[src/rtl/sync_fifo_param_pkg.sv]
// fifo_pkg: shared constants and elaboration helpers for sync_fifo_param.
package fifo_pkg;

  localparam int FIFO_DEF_WIDTH = 8;
  localparam int FIFO_DEF_DEPTH = 16;

  // Pointer width: log2 of the depth, never narrower than one bit.
  function automatic int ptr_width(input int depth);
    return (depth > 1) ? $clog2(depth) : 1;
  endfunction

  // Level width: one extra bit so that DEPTH itself is representable.
  function automatic int level_width(input int depth);
    return $clog2(depth) + 1;
  endfunction

  // Legal configuration: power-of-two depth of at least 4 and AE below AF.
  function automatic bit cfg_ok(input int depth, input int ae_level, input int af_level);
    return (depth >= 4) && ((depth & (depth - 1)) == 0) && (ae_level < af_level);
  endfunction

endpackage

[src/rtl/sync_fifo_param_if.sv]
// fifo_if: producer/consumer side of sync_fifo_param.
// master = the block talking to the FIFO, slave = the FIFO itself.
interface fifo_if
  import fifo_pkg::*;
#(
  parameter int WIDTH = FIFO_DEF_WIDTH,
  parameter int DEPTH = FIFO_DEF_DEPTH
);
  localparam int LW = level_width(DEPTH);

  logic             wr;
  logic             rd;
  logic [WIDTH-1:0] din;
  logic [WIDTH-1:0] dout;
  logic             full;
  logic             empty;
  logic             almost_full;
  logic             almost_empty;
  logic [LW-1:0]    level;
  logic             overflow;
  logic             underflow;

  modport master (
    output wr, rd, din,
    input  dout, full, empty, almost_full, almost_empty, level, overflow, underflow
  );

  modport slave (
    input  wr, rd, din,
    output dout, full, empty, almost_full, almost_empty, level, overflow, underflow
  );
endinterface

[src/rtl/sync_fifo_param_mem_dp.sv]
// fifo_mem_dp: register array with one write port and one registered read port.
// The read register resets to zero; the array itself is not reset.
module fifo_mem_dp
  import fifo_pkg::*;
#(
  parameter int WIDTH = FIFO_DEF_WIDTH,
  parameter int DEPTH = FIFO_DEF_DEPTH,
  localparam int AW   = ptr_width(DEPTH)
) (
  input  logic             clk,
  input  logic             rst,
  input  logic             i_we,
  input  logic [AW-1:0]    i_waddr,
  input  logic [WIDTH-1:0] i_wdata,
  input  logic             i_re,
  input  logic [AW-1:0]    i_raddr,
  output logic [WIDTH-1:0] o_rdata
);

  logic [WIDTH-1:0] r_mem [DEPTH];
  logic [WIDTH-1:0] r_rdata;

  // Store write data; no reset so the array maps onto plain flops or RAM.
  always_ff @(posedge clk) begin
    if (i_we) begin
      r_mem[i_waddr] <= i_wdata;
    end
  end

  // Registered read; a read and write to the same slot returns the old word.
  always_ff @(posedge clk) begin
    if (rst) begin
      r_rdata <= '0;
    end else if (i_re) begin
      r_rdata <= r_mem[i_raddr];
    end
  end

  assign o_rdata = r_rdata;

endmodule

[src/rtl/sync_fifo_param.sv]
// sync_fifo_param: parametrised single-clock FIFO with occupancy count and
// almost-full/almost-empty thresholds. Optional sticky overflow/underflow
// flags are built when FIFO_ERR_FLAGS_EN is defined; otherwise tied low.
module sync_fifo_param
  import fifo_pkg::*;
#(
  parameter int WIDTH    = FIFO_DEF_WIDTH,
  parameter int DEPTH    = FIFO_DEF_DEPTH,
  parameter int AF_LEVEL = DEPTH - 2,
  parameter int AE_LEVEL = 2
) (
  input  logic  clk,
  input  logic  rst,
  fifo_if.slave fifo
);

  localparam int PW = ptr_width(DEPTH);
  localparam int LW = level_width(DEPTH);

  if (!cfg_ok(DEPTH, AE_LEVEL, AF_LEVEL)) begin : g_bad_cfg
    $error("sync_fifo_param: DEPTH must be a power of two >= 4 and AE_LEVEL < AF_LEVEL");
  end

  logic [PW-1:0] r_wptr;
  logic [PW-1:0] r_rptr;
  logic [LW-1:0] r_level;
  logic          w_full;
  logic          w_empty;
  logic          w_wr_acc;
  logic          w_rd_acc;

  // Status decoded from the level register only, so no path from wr/rd.
  assign w_full  = (r_level == LW'(DEPTH));
  assign w_empty = (r_level == '0);

  // A full FIFO still takes a write when a read frees the slot this edge.
  assign w_wr_acc = fifo.wr && (!w_full || fifo.rd);
  assign w_rd_acc = fifo.rd && !w_empty;

  // Pointer and occupancy bookkeeping; pointers wrap naturally.
  always_ff @(posedge clk) begin
    if (rst) begin
      r_wptr  <= '0;
      r_rptr  <= '0;
      r_level <= '0;
    end else begin
      if (w_wr_acc) begin
        r_wptr <= r_wptr + 1'b1;
      end
      if (w_rd_acc) begin
        r_rptr <= r_rptr + 1'b1;
      end
      if (w_wr_acc && !w_rd_acc) begin
        r_level <= r_level + 1'b1;
      end else if (w_rd_acc && !w_wr_acc) begin
        r_level <= r_level - 1'b1;
      end
    end
  end

  fifo_mem_dp #(
    .WIDTH (WIDTH),
    .DEPTH (DEPTH)
  ) u_mem (
    .clk     (clk),
    .rst     (rst),
    .i_we    (w_wr_acc),
    .i_waddr (r_wptr),
    .i_wdata (fifo.din),
    .i_re    (w_rd_acc),
    .i_raddr (r_rptr),
    .o_rdata (fifo.dout)
  );

  assign fifo.level        = r_level;
  assign fifo.full         = w_full;
  assign fifo.empty        = w_empty;
  assign fifo.almost_full  = (r_level >= LW'(AF_LEVEL));
  assign fifo.almost_empty = (r_level <= LW'(AE_LEVEL));

`ifdef FIFO_ERR_FLAGS_EN
  logic r_overflow;
  logic r_underflow;

  // Sticky error flags: remember any request dropped since the last reset.
  always_ff @(posedge clk) begin
    if (rst) begin
      r_overflow  <= 1'b0;
      r_underflow <= 1'b0;
    end else begin
      if (fifo.wr && w_full && !fifo.rd) begin
        r_overflow <= 1'b1;
      end
      if (fifo.rd && w_empty) begin
        r_underflow <= 1'b1;
      end
    end
  end

  assign fifo.overflow  = r_overflow;
  assign fifo.underflow = r_underflow;
`else
  assign fifo.overflow  = 1'b0;
  assign fifo.underflow = 1'b0;
`endif

endmodule
[src/flat_wrapper.sv]
// flat-port wrapper written by rule: the top's interface ports become plain ports
module sync_fifo_param_flat import fifo_pkg::*;
#(
  parameter int WIDTH    = FIFO_DEF_WIDTH,
  parameter int DEPTH    = FIFO_DEF_DEPTH,
  parameter int AF_LEVEL = DEPTH - 2,
  parameter int AE_LEVEL = 2
)
  (clk, rst, fifo_wr, fifo_rd, fifo_din, fifo_dout, fifo_full, fifo_empty, fifo_almost_full, fifo_almost_empty, fifo_level, fifo_overflow, fifo_underflow);
  fifo_if #(.WIDTH(WIDTH), .DEPTH(DEPTH)) fifo_i ();
  input  logic clk;
  input  logic rst;
  input wire logic [$bits(fifo_i.wr)-1:0] fifo_wr;
  input wire logic [$bits(fifo_i.rd)-1:0] fifo_rd;
  input wire logic [$bits(fifo_i.din)-1:0] fifo_din;
  output wire logic [$bits(fifo_i.dout)-1:0] fifo_dout;
  output wire logic [$bits(fifo_i.full)-1:0] fifo_full;
  output wire logic [$bits(fifo_i.empty)-1:0] fifo_empty;
  output wire logic [$bits(fifo_i.almost_full)-1:0] fifo_almost_full;
  output wire logic [$bits(fifo_i.almost_empty)-1:0] fifo_almost_empty;
  output wire logic [$bits(fifo_i.level)-1:0] fifo_level;
  output wire logic [$bits(fifo_i.overflow)-1:0] fifo_overflow;
  output wire logic [$bits(fifo_i.underflow)-1:0] fifo_underflow;
  assign fifo_i.wr = fifo_wr;
  assign fifo_i.rd = fifo_rd;
  assign fifo_i.din = fifo_din;
  assign fifo_dout = fifo_i.dout;
  assign fifo_full = fifo_i.full;
  assign fifo_empty = fifo_i.empty;
  assign fifo_almost_full = fifo_i.almost_full;
  assign fifo_almost_empty = fifo_i.almost_empty;
  assign fifo_level = fifo_i.level;
  assign fifo_overflow = fifo_i.overflow;
  assign fifo_underflow = fifo_i.underflow;
  sync_fifo_param #(.WIDTH(WIDTH), .DEPTH(DEPTH), .AF_LEVEL(AF_LEVEL), .AE_LEVEL(AE_LEVEL)) u_core (.clk(clk), .rst(rst), .fifo(fifo_i));
endmodule
[config.mk]
export PLATFORM = sky130hd
export DESIGN_NAME = sync_fifo_param_flat
export DESIGN_NICKNAME = d
export VERILOG_FILES = /design/src/rtl/sync_fifo_param_pkg.sv /design/src/rtl/sync_fifo_param_if.sv /design/src/rtl/sync_fifo_param_mem_dp.sv /design/src/rtl/sync_fifo_param.sv /design/src/flat_wrapper.sv
export SDC_FILE = /design/constraint.sdc
export NUM_CORES = 1
export LEC_CHECK = 0
export ABC_AREA = 1
export CELL_PAD_IN_SITES_DETAIL_PLACEMENT = 0
export CELL_PAD_IN_SITES_GLOBAL_PLACEMENT = 1
export CORE_ASPECT_RATIO = 1.25
export CORE_MARGIN = 5
export CORE_UTILIZATION = 30
export DETAILED_ROUTE_END_ITERATION = 8
export PLACE_DENSITY = 0.58
export SYNTH_ARGS = -nofsm -noshare
export SYNTH_HDL_FRONTEND = slang
export SYNTH_SLANG_ARGS = --single-unit
[constraint.sdc]
create_clock -name clk -period 2.75 [get_ports clk]
set_clock_uncertainty 0.05 [all_clocks]
set_input_delay 0.275 -clock clk [delete_from_list [all_inputs] [get_ports clk]]
set_output_delay 0.275 -clock clk [all_outputs]
set_load 0.005 [all_outputs]
# After elaboration in Yosys (flattened, before gate mapping)
# Memory sizes are Yosys's and may differ from the RTL's. A register that Yosys moved wholly into a read port is not among the register bits.
# Index checks and enable logic that the tools add are counted.
# op_classes
add_sub_neg,4
mul,0
div_mod_pow,0
n_lt_le_gt_ge,2
eq_ne,1
n_shift,0
muxes,4
bitwise,0
n_reduce_logical,11
# ops
op,count
$mux W5,2
$add A4 B1 Y4 const B,2
$add A5 B1 Y5 const B,1
$eq A5 B5 Y1 const B,1
$ge A5 B4 Y1 const B,1
$le A5 B2 Y1 const B,1
$logic_not A5 Y1,1
$sub A5 B1 Y5 const B,1
$logic_and A1 B1 Y1,4
$logic_not A1 Y1,4
$mux W1,2
$reduce_bool A2 Y1,1
$logic_or A1 B1 Y1,1
# word_totals
ff_bits,13
latch_bits,0
ram_bits,128
mem_bits_ro,0
input_bits,12
out_inout_bits,19
wordCells,26
memories,1
# memory_table
name,depth,word_bits,rd,rd_clocked_by_memory_dff,wr,line,rtl
u_core.u_mem.r_mem,16,8,1,1,1,sync_fifo_param_mem_dp.sv:20,logic [WIDTH-1:0] r_mem [DEPTH];

# Longest topological paths before layout
# depth
depth_word,8
mapped_depth,14
depth_no_buf,14

# Cells and area by module
# Synthesis repeated with hierarchy kept, for this count alone.
# hier_totals
hier_cells,613
area_unflattened_um2,6444.9
# modules_own_cells
module,n_inst,cells_each,area_each_um2,seq_area_each_um2
fifo_mem_dp,1,490,5577.8,4003.8
sync_fifo_param,1,123,867.1,260.2

# Worst setup path after synthesis
# No wires, ideal clock.
# synth_timing
path_kind,reg-to-reg
start,"reg u_core.r_level[2], in the netlist u_core.fifo.level[2]"
end,"reg u_core.r_level[4], in the netlist u_core.fifo.level[4]"
setup_time_ns,0.071
arrival_ns,1.950
required_time_ns,2.629
slack_ns,0.680
path_stages_with_launch,14
n_path_buf,0
synth_period_minus_slack_ns,2.070
cell_sequence,dfxtp_1 nor2_1 nand4_1 nand2_2 inv_2 ha_1 fa_1 inv_1 nand2_1 a21boi_0 o21bai_1 nand2_1 nand2_1 a21oi_1
# synth_via
elab_chain_len,7
word_cells_on_any_way,16
cone_classes,2 x add/sub; 1 x eq/ne; 2 x mux; 11 x reduce/logical
# synth_lines
item,line,rtl
start: declaration,sync_fifo_param.sv:26,logic [LW-1:0] r_level;
start signal: assignment,sync_fifo_param.sv:54,r_level <= r_level + 1'b1;
start signal: assignment,sync_fifo_param.sv:56,r_level <= r_level - 1'b1;
$eq A5 B5 Y1 *,sync_fifo_param.sv:33,assign w_full = (r_level == LW'(DEPTH));
$logic_not A1 Y1 *,sync_fifo_param.sv:37,assign w_wr_acc = fifo.wr && (!w_full || fifo.rd);
$logic_or A1 B1 Y1 *,sync_fifo_param.sv:37,
$logic_and A1 B1 Y1 *,sync_fifo_param.sv:37,
net u_core.u_mem.i_we,sync_fifo_param_mem_dp.sv:12,"input logic i_we,"
$logic_not A1 Y1,sync_fifo_param.sv:55,end else if (w_rd_acc && !w_wr_acc) begin
$logic_and A1 B1 Y1,sync_fifo_param.sv:55,
$reduce_bool A2 Y1 (no line),-,
# Mark *: on every way through the listed nets, which the timed path passes. The rest lies on a longest branch. The select of a mux whose other input is x is not followed.
# A chain may end at the register's enable or synchronous reset.

# Worst setup path in the final report
# Same ends and word-level chain as after synthesis.

==> results_dict.tcl <==
set metrics [dict create \
    min_path_type "flip-flop to flip-flop" \
    ctsResizeCount 0 \
    synthFlopType "edfxtp_1" \
    n_antenna_cell 0 \
    fmax_mhz 429.9 \
    critPathKind "flip-flop to flip-flop" \
    drt_wl_total_um 16530 \
    postCtsSetupBuffers 0 \
    first_iter_violations 244 \
    syn_area_um2 6635 \
    die_h_um 176.3 \
    yosysTopAreaCell "edfxtp_1" \
    relSlewSlack_pct 46.73 \
    core_area_um2 21700 \
    synth.top_cells.by_area "edfxtp_1 58%, nand2_1 13%, nand3_1 7.0%, dfxtp_1 6.3%, inv_1 5.2%" \
    crit_slowest_cell "fa_1" \
    synth_edf_count 128 \
    drt_first_pass_iters 5 \
    drc 0 \
    end_kind "flip-flop" \
    hpwl_um 10570 \
    ys_ff_latch 149 \
    dieArea_um2 25210 \
    cts_sinks 149 \
    crit_path_max_incr_delay_ns 0.42 \
    postRouteAntennaNets 0 \
    dpl_worst_slack_ns 0.1690 \
    areaGrowthSynthToFinish_pct 17.61 \
    finalNonFillerCells 1007 \
    final_area_um2 7804 \
    tritoncts "done" \
    grt_max_degree 67 \
    start_util_pct 30.58 \
    die_w_um 143.0 \
    synth_top_cell_area_share_pct 57.93 \
    yosys-top-cells-count "221 x nand2_1, 128 x edfxtp_1, 93 x nand3_1, 92 x inv_1, 36 x nor2_1" \
    synth_cells 675 \
    htree_levels 4 \
    clockBufferDepth 2 \
    ys_async_sr_fraction_pct 0 \
    cp_max_fo 6 \
    grt_pass1_wl_um 25830 \
    setup_tns_ns 0 \
    viasPerCell 4.430 \
    ir_worst_vdd_mv 0.4304 \
    status "complete, no violations" \
    hold_viol 0 \
    fin_ws_ns 0.4239 \
    crit_path_cell_trace "nor2_1, nand4_1, nand2_2, inv_2, ha_1, fa_1, inv_1, nand2_1, a21boi_0, o21bai_1, nand2_1, nand2_1, a21oi_1" \
    cts_hold_buf 0 \
    syn_area_per_cell_um2 9.830 \
    start_kind "flip-flop" \
    overflow 0 \
    timing.hold.ws_ns 0.4645 \
    leakagePower_nw 3.258 \
    finalCritPeriodShare_pct 84.59 \
    fin_nets 737 \
    fin_crit_ns 2.326 \
    ios 31 \
    antenna_found_initial 0 \
    clk_latency_ns 0.42 \
    p_per_area_nw_per_um2 850.3 \
    grt_pass1_vias 4480 \
    vias 4461 \
    synth.distinct_cells 31 \
    maxCapViolCount 0 \
    cts_root_buffer "clkbuf_16" \
    ys_seq_area_share_pct 64.27 \
    numCtsBuffers 17 \
    rsz0062_at_grt "no" \
    slew_viol_final 0 \
    synth_warnings 0 \
    dp_cells 975 \
    yosysMostFrequentCell "nand2_1" \
    port_buffers 28 \
    grt_use_total_pct 13.85 \
    placed_area_um2 7238 \
    rows 60 \
    worst_slew_pin_slew_ns 0.7965 \
    clkTransAtPathRegs_ns 0.06 \
    cp.arrival_ns 2.61 \
    drive_gt1_share_pct 8.516 \
    setup_viol 0 \
    gp_congestion 0.7823 \
    wire_per_inst_um 16.41 \
    cp.required_ns 3.04 \
    cp_common_cell "nand2_1" \
]
-- layout make-up --
class	instances	area [um^2]
Multi-Input combinational cell	399	1799
Sequential cell	149	4265
Inverter	99	374.1
Clock buffer	18	429.2
Tap cell	279	349.1
Clock inverter	14	136.4
Fill cell	2149	13890
Timing Repair Buffer	49	450.4
-- cell families (layout without fill, tap and decap cells) --
group	after synthesis	count (layout)	synth area share (%)
buffers and inverters	128	180	8.674
XOR/XNOR	4	4	0.5281
other	1	2	0.05652
AND/OR/NAND/NOR	359	359	22.52
flip-flops	149	149	64.27
adder cells (fa/ha/maj)	10	10	1.999
AO/OA/AOI/OAI	24	24	1.961
-- registers in the layout, indices dropped and copies added (netlist names) --
| register | count |
|---|---|
| u_core.u_mem.r_mem | 128 |
| u_core.u_mem.o_rdata | 8 |
| u_core.fifo.level | 5 |
| u_core.r_rptr | 4 |
| u_core.r_wptr | 4 |
-- report_power, final --
| group | leakage [nW] | internal, mW | switching, mW |
|---|---|---|---|
| combinational | 1.67 | 0.642 | 1.13 |
| clock | 0.262 | 1.32 | 0.877 |
| sequential | 1.33 | 2.58 | 0.0868 |
| total | 3.26 | 4.54 | 2.09 |
-- final timing paths --
check        cells after the start                         startpoint  slack [ns]                                end
max                             13  u_core.fifo.level[2]$_SDFFE_PP0P_        0.42  u_core.fifo.level[4]$_SDFFE_PP0P_
min reg2reg                      2      u_core.r_wptr[3]$_SDFFE_PP0P_        0.46      u_core.r_wptr[3]$_SDFFE_PP0P_
max reg2reg                     13  u_core.fifo.level[2]$_SDFFE_PP0P_        0.42  u_core.fifo.level[4]$_SDFFE_PP0P_
min                              2      u_core.r_wptr[3]$_SDFFE_PP0P_        0.46      u_core.r_wptr[3]$_SDFFE_PP0P_
-- per-layer routing --
layer | vias up | global-route usage (%) | part of all wire [%]
li1 | 2256 | - | -
met1 | 2095 | 15.97 | 40
met2 | 87 | 24.90 | 53
met3 | 23 | 2.438 | 3.9
met4 | 0 | 6.062 | 2.8
met5 | - | 0 | 0
-- worst max-delay path, delay by kind of cell (launching register included) --
kind / cells / cell delay, ns
flip-flops: 1 / 0.33
buffers and inverters: 2 / 0.15
AO/OA/AOI/OAI: 3 / 0.35
AND/OR/NAND/NOR: 6 / 0.68
adder cells (fa/ha/maj): 2 / 0.68
-- cells in the final DEF, fill, tap and decap left out, drive strengths merged, types with 2 or more instances in the layout --
| cell type | count |
|---|---|
| inv | 100 |
| conb | 2 |
| bufinv | 2 |
| edfxtp | 128 |
| nand2 | 224 |
| dfxtp | 21 |
| clkbuf | 18 |
| nor2 | 38 |
| xor2 | 2 |
| o21ai | 9 |
| clkinvlp | 4 |
| a21oi | 11 |
| xnor2 | 2 |
| nand4 | 2 |
| ha | 9 |
| buf | 21 |
| clkdlybuf4s50 | 28 |
| nand3 | 94 |
| clkinv | 7 |
-- metrics by stage --
step | util [%] | power, mW
after global routing | 35.97 | 7.054
final | 35.97 | 6.635
after global placement | 33.36 | 4.509
after detailed placement | 33.36 | 4.532
after CTS | 35.97 | 6.756
after floorplan | - | 3.864
Power figures use the tool's default switching activity.
